===== src/rtl/mem_lsu.sv =====
// mem_lsu: MEM-stage load/store unit driving a word-wide data memory port.
// Byte/halfword/word loads (sign or zero extended) and stores; sub-word stores
// are done as read-modify-write since the memory has no byte enables.
// Misaligned or illegal-size accesses fault without touching memory.
// Optional feature macro: LSU_RANGE_CHECK_EN -- also fault when the word index
// req_addr[31:2] is at or beyond MEM_WORDS.
module mem_lsu #(
  parameter int unsigned MEM_WORDS = 1024
) (
  input  logic        clk,
  input  logic        reset,
  input  logic        req_valid,
  input  logic        req_we,
  input  logic [1:0]  req_size,
  input  logic        req_unsigned,
  input  logic [31:0] req_addr,
  input  logic [31:0] req_wdata,
  output logic        stall,
  output logic        rsp_valid,
  output logic [31:0] rsp_rdata,
  output logic        misaligned,
  output logic        mem_rd_en,
  output logic        mem_wr_en,
  output logic [31:0] mem_addr,
  output logic [31:0] mem_wdata,
  input  logic [31:0] mem_rdata
);

  localparam int unsigned DATA_W = 32;
  localparam int unsigned IDX_W  = 30;

  localparam logic [1:0] SIZE_BYTE = 2'b00;
  localparam logic [1:0] SIZE_HALF = 2'b01;
  localparam logic [1:0] SIZE_WORD = 2'b10;

`ifdef LSU_RANGE_CHECK_EN
  localparam bit RANGE_CHECK = 1'b1;
`else
  localparam bit RANGE_CHECK = 1'b0;
`endif

  typedef enum logic [1:0] {
    IDLE = 2'd0,
    RD   = 2'd1,
    WR   = 2'd2,
    RESP = 2'd3
  } state_t;

  state_t              state_q, state_d;
  logic                req_we_q, req_we_d;
  logic [1:0]          req_size_q, req_size_d;
  logic                req_uns_q, req_uns_d;
  logic [1:0]          req_lane_q, req_lane_d;
  logic [DATA_W-1:0]   req_wdata_q, req_wdata_d;
  logic                mem_rd_en_q, mem_rd_en_d;
  logic                mem_wr_en_q, mem_wr_en_d;
  logic [DATA_W-1:0]   mem_addr_q, mem_addr_d;
  logic [DATA_W-1:0]   mem_wdata_q, mem_wdata_d;
  logic                rsp_valid_q, rsp_valid_d;
  logic [DATA_W-1:0]   rsp_rdata_q, rsp_rdata_d;
  logic                misaligned_q, misaligned_d;

  logic                align_fault_c;
  logic                range_fault_c;
  logic                fault_c;

  // Extract the addressed lane of a memory word and extend it to 32 bits
  function automatic logic [DATA_W-1:0] extend_load(
    input logic [DATA_W-1:0] word,
    input logic [1:0]        size,
    input logic              uns,
    input logic [1:0]        lane
  );
    logic [7:0]        b;
    logic [15:0]       h;
    logic [DATA_W-1:0] r;
    b = word[{lane, 3'b000} +: 8];
    h = lane[1] ? word[31:16] : word[15:0];
    case (size)
      SIZE_BYTE: r = uns ? {24'h0, b} : {{24{b[7]}}, b};
      SIZE_HALF: r = uns ? {16'h0, h} : {{16{h[15]}}, h};
      default:   r = word;
    endcase
    return r;
  endfunction

  // Replace the addressed lane of a memory word with right-justified store data
  function automatic logic [DATA_W-1:0] merge_store(
    input logic [DATA_W-1:0] word,
    input logic [DATA_W-1:0] data,
    input logic [1:0]        size,
    input logic [1:0]        lane
  );
    logic [DATA_W-1:0] r;
    r = word;
    case (size)
      SIZE_BYTE: r[{lane, 3'b000} +: 8] = data[7:0];
      SIZE_HALF: begin
        if (lane[1]) r[31:16] = data[15:0];
        else         r[15:0]  = data[15:0];
      end
      default:   r = data;
    endcase
    return r;
  endfunction

  // Fault detection on the incoming request (only consulted when accepting in IDLE)
  always_comb begin
    align_fault_c = (req_size == 2'b11)
                  | ((req_size == SIZE_HALF) & req_addr[0])
                  | ((req_size == SIZE_WORD) & (req_addr[1:0] != 2'b00));
    range_fault_c = RANGE_CHECK
                  & ({2'b00, req_addr[31:2]} >= DATA_W'(MEM_WORDS));
    fault_c       = align_fault_c | range_fault_c;
  end

  // Pipeline freeze: request waiting in IDLE, or memory phase in progress
  always_comb begin
    stall = 1'b0;
    if (!reset) begin
      stall = ((state_q == IDLE) & req_valid) | (state_q == RD) | (state_q == WR);
    end
  end

  // Next-state and next-output decode; all outputs come from the registers below
  always_comb begin
    state_d      = state_q;
    req_we_d     = req_we_q;
    req_size_d   = req_size_q;
    req_uns_d    = req_uns_q;
    req_lane_d   = req_lane_q;
    req_wdata_d  = req_wdata_q;
    mem_addr_d   = mem_addr_q;
    mem_wdata_d  = mem_wdata_q;
    mem_rd_en_d  = 1'b0;
    mem_wr_en_d  = 1'b0;
    rsp_valid_d  = 1'b0;
    rsp_rdata_d  = '0;
    misaligned_d = 1'b0;

    case (state_q)
      IDLE: begin
        if (req_valid) begin
          req_we_d    = req_we;
          req_size_d  = req_size;
          req_uns_d   = req_unsigned;
          req_lane_d  = req_addr[1:0];
          req_wdata_d = req_wdata;
          mem_addr_d  = {2'b00, IDX_W'(req_addr[31:2])};
          if (fault_c) begin
            state_d      = RESP;
            rsp_valid_d  = 1'b1;
            misaligned_d = 1'b1;
          end else if (req_we && (req_size == SIZE_WORD)) begin
            state_d     = WR;
            mem_wr_en_d = 1'b1;
            mem_wdata_d = req_wdata;
          end else begin
            state_d     = RD;
            mem_rd_en_d = 1'b1;
          end
        end
      end

      RD: begin
        if (req_we_q) begin
          state_d     = WR;
          mem_wr_en_d = 1'b1;
          mem_wdata_d = merge_store(mem_rdata, req_wdata_q, req_size_q, req_lane_q);
        end else begin
          state_d     = RESP;
          rsp_valid_d = 1'b1;
          rsp_rdata_d = extend_load(mem_rdata, req_size_q, req_uns_q, req_lane_q);
        end
      end

      WR: begin
        state_d     = RESP;
        rsp_valid_d = 1'b1;
      end

      RESP: begin
        state_d = IDLE;
      end

      default: begin
        state_d = IDLE;
      end
    endcase
  end

  // State and registered outputs; reset abandons any access in flight
  always_ff @(posedge clk or posedge reset) begin
    if (reset) begin
      state_q      <= IDLE;
      req_we_q     <= 1'b0;
      req_size_q   <= 2'b00;
      req_uns_q    <= 1'b0;
      req_lane_q   <= 2'b00;
      req_wdata_q  <= '0;
      mem_addr_q   <= '0;
      mem_wdata_q  <= '0;
      mem_rd_en_q  <= 1'b0;
      mem_wr_en_q  <= 1'b0;
      rsp_valid_q  <= 1'b0;
      rsp_rdata_q  <= '0;
      misaligned_q <= 1'b0;
    end else begin
      state_q      <= state_d;
      req_we_q     <= req_we_d;
      req_size_q   <= req_size_d;
      req_uns_q    <= req_uns_d;
      req_lane_q   <= req_lane_d;
      req_wdata_q  <= req_wdata_d;
      mem_addr_q   <= mem_addr_d;
      mem_wdata_q  <= mem_wdata_d;
      mem_rd_en_q  <= mem_rd_en_d;
      mem_wr_en_q  <= mem_wr_en_d;
      rsp_valid_q  <= rsp_valid_d;
      rsp_rdata_q  <= rsp_rdata_d;
      misaligned_q <= misaligned_d;
    end
  end

  assign mem_rd_en  = mem_rd_en_q;
  assign mem_wr_en  = mem_wr_en_q;
  assign mem_addr   = mem_addr_q;
  assign mem_wdata  = mem_wdata_q;
  assign rsp_valid  = rsp_valid_q;
  assign rsp_rdata  = rsp_rdata_q;
  assign misaligned = misaligned_q;

endmodule


===== config.mk =====
export PLATFORM = sky130hd
export DESIGN_NAME = mem_lsu
export DESIGN_NICKNAME = d
export VERILOG_FILES = /design/src/rtl/mem_lsu.sv
export SDC_FILE = /design/constraint.sdc
export NUM_CORES = 1
export LEC_CHECK = 0
export CAP_MARGIN = 20
export CELL_PAD_IN_SITES_DETAIL_PLACEMENT = 0
export CELL_PAD_IN_SITES_GLOBAL_PLACEMENT = 2
export CORE_MARGIN = 2
export CORE_UTILIZATION = 30
export CTS_CLUSTER_DIAMETER = 40
export DETAILED_ROUTE_END_ITERATION = 8
export PLACE_DENSITY_LB_ADDON = 0.2
export SYNTH_ARGS = -nofsm -noshare
export SYNTH_HDL_FRONTEND = slang
export SYNTH_SLANG_ARGS = --single-unit

===== constraint.sdc =====
create_clock -name clk -period 6.4 [get_ports clk]
set_clock_uncertainty 0.15 [all_clocks]
set_input_delay 1.92 -clock clk [delete_from_list [all_inputs] [get_ports clk]]
set_output_delay 1.92 -clock clk [all_outputs]
set_load 0.1 [all_outputs]

==> results.toml <==
[global_routing]
overflow = 0
grt_util_all_layers_pct = 19.8
grt_first_pass_wirelength_um = 36400
grt.busiest_layer = "met2"
grt_max_degree = 112
first_global_vias = 6013
met1_usage_pct = 28.2
grt_use_met3_pct = 6.41
met2_usage_pct = 29.2
antenna_violations_before_repair = 0

[layout]
insertedDiodeCount = 0
layout_commonest_cell = "sky130_fd_sc_hd__clkdlybuf4s50_1"
final_cell_mix = "sky130_fd_sc_hd__clkdlybuf4s50_1 (200), sky130_fd_sc_hd__dfrtp_1 (138), sky130_fd_sc_hd__mux2_2 (66)"
fin_area_um2 = 9730
synthToLayoutAreaGrowth_pct = 41.4
design.final.nets = 899
layout-drive-gt1-share_pct = 15.9

[clock_network]
cts.reportedPaths.clkPinSlew_ps = 60
tritoncts = "yes"
cts_hold_repair.buffers = 0
h-tree-depth = 4
cts.root.buffer_cell = "sky130_fd_sc_hd__clkbuf_16"
post_cts_buffers = 0
cts_num_sinks = 138
worstSkewPairLatency_ps = 420
post_cts_resized = 0
clockBufferDepth = 2
cts-buffers-inserted = 17

[route]
drt-vias-per-instance = 5.37
drt_iter0_drc = 441
detail_route.wl_per_cell_um = 22.0
total_routed_wirelength_um = 23900
ant_nets = 0
detailroute.via_count = 5823
drc = 0
first_pass_iters = 4

[run_status]
status = "finished clean"

[placed_design]
post_dp_cell_area_um2 = 9090
detailed_place_hpwl_um = 16800
place.port_buffers = 201
place_congestion = 0.844

[floorplanning]
die_w_um = 155
io_pins = 204
die_h_um = 155
fp.coreArea_um2 = 22600
placementRows = 55
total_die_area_um2 = 24200
start_util_pct = 30.5

[synth]
ys_dominant_reg_cell = "sky130_fd_sc_hd__dfrtp_1"
synth_warnings = 0
yosysSeqAreaShare_pct = 50.2
synth.ff_latch_count = 138
synth_async_sr_flop_share_pct = 100
post_synth.cell_area_avg_um2 = 11.3
edff_count_synth = 0
synthCells = 609
synth_cell_types = 48
cell_area_after_technology_mapping_um2 = 6880

[timing]
hold_viol_final = 0
final-max-slew-violation-count = 0
min_period_ps = 5150
max_freq_mhz = 194
relSlewSlack_pct = 28.7
count_of_endpoints_failing_setup_in_the_final_report = 0
max_slew.worst_pin.slew_ps = 1070
setup_repair_after_global_routing_missed_its_margin = "no"
fin_tns_setup_ps = 0
final_cycle_utilization_of_the_critical_path_pct = 80.5

[critical_path]
worst-endpoint-arrival_ps = 3080
critPathKind = "in -> out"
cp-end-kind = "output pin"
critical-path-top-delay-family = "buffers and inverters"
critical_path.n_buffers_inverters = 2
start_kind = "input port"
critPathMaxStageDelay_ps = 610
worstPathMaxFanout = 6
crit_slowest_cell = "sky130_fd_sc_hd__clkdlybuf4s50_1"
cp_cell_sequence = "clkdlybuf4s50_1 > nand2_4 > a21oi_1 > buf_12"
critical_path_required_ps = 4330

[hold_path]
holdCritPathClass = "reg -> reg"

[job]
drv.max_cap_violation_count = 0
[metrics by stage]
step / utilization [%] / worst slack, ps / hold WS [ps] / instances
finish: 43.1 / 1250 / 353 / 1085
global route: 43.1 / 1160 / 364 / 1085
CTS: 42.9 / 1240 / 358 / 1083
detailed placement: 40.3 / 1240 / 340 / 1051
global placement: 40.2 / 1250 / 330 / 1050
floorplan: - / 478 / 330 / 610
[path summary, 6_finish.rpt]
path / startpoint / endpoint / slack [ps] / depth (start not counted)
min in group asynchronous: reset / mem_addr[9]$_DFFE_PP0P_ / 1670 / 2
min reg2reg: mem_addr[4]$_DFFE_PP0P_ / mem_addr[4]$_DFFE_PP0P_ / 350 / 1
max in group asynchronous: reset / rsp_rdata[30]$_DFF_PP0_ / 3280 / 4
min: mem_addr[4]$_DFFE_PP0P_ / mem_addr[4]$_DFFE_PP0P_ / 350 / 1
max reg2reg: state_q[0]$_DFFE_PP0P_ / mem_wdata[18]$_DFFE_PP0P_ / 3100 / 7
max: req_valid / stall / 1250 / 4
[routing by layer]
| metal | share of wire [%] | wire length (um) |
|---|---|---|
| met1 | 47 | 11100 |
| met2 | 44 | 10400 |
| met3 | 8.3 | 1990 |
| met4 | 1.3 | 319 |
| met5 | 0 | 0 |
[cell families (layout without fill, tap and decap cells)]
logic type	Yosys count	after routing	share of synthesized area, %
adder cells (fa/ha/maj)	9	9	1.64
multiplexers	83	83	14.7
AO/OA/AOI/OAI	203	203	21.3
flip-flops	138	138	50.2
other	1	2	0.0545
buffers and inverters	73	263	4.80
AND/OR/NAND/NOR	102	102	7.33
[flip-flops by register name, summed over array words and instances (netlist names)]
| name | flops |
|---|---|
| mem_addr | 30 |
| mem_rd_en | 1 |
| mem_wdata | 32 |
| mem_wr_en | 1 |
| misaligned | 1 |
| req_lane_q | 2 |
| req_size_q | 2 |
| req_uns_q | 1 |
| req_wdata_q | 32 |
| req_we_q | 1 |
| rsp_rdata | 32 |
| rsp_valid | 1 |
| state_q | 2 |
[cells in the mapped netlist, types with 15 or more instances]
cell type                  instances  area, um2
sky130_fd_sc_hd__nand2_1          43        161
sky130_fd_sc_hd__clkbuf_1         27        101
sky130_fd_sc_hd__o21ai_0          30        150
sky130_fd_sc_hd__mux2_2           66        743
sky130_fd_sc_hd__dfrtp_1         138       3450
sky130_fd_sc_hd__inv_1            19       71.3
sky130_fd_sc_hd__a32o_1           15        150
sky130_fd_sc_hd__buf_2            18       90.1
sky130_fd_sc_hd__o31ai_1          33        248
sky130_fd_sc_hd__a21o_1           16        120
sky130_fd_sc_hd__a21oi_1          36        180
sky130_fd_sc_hd__nor2_1           28        105
[area by class of cell]
type	count	area, um2
fillers	2162	12800
clock inverters	12	165
multi-input cells	399	3120
well taps	285	357
repair buffers	212	2120
flip-flops and latches	138	3450
inverters	19	76.3
clock buffers	20	437
Power is left out: the tool's default activity adds up to more than one toggle a clock period on the data nets, which glitch-free logic cannot reach.
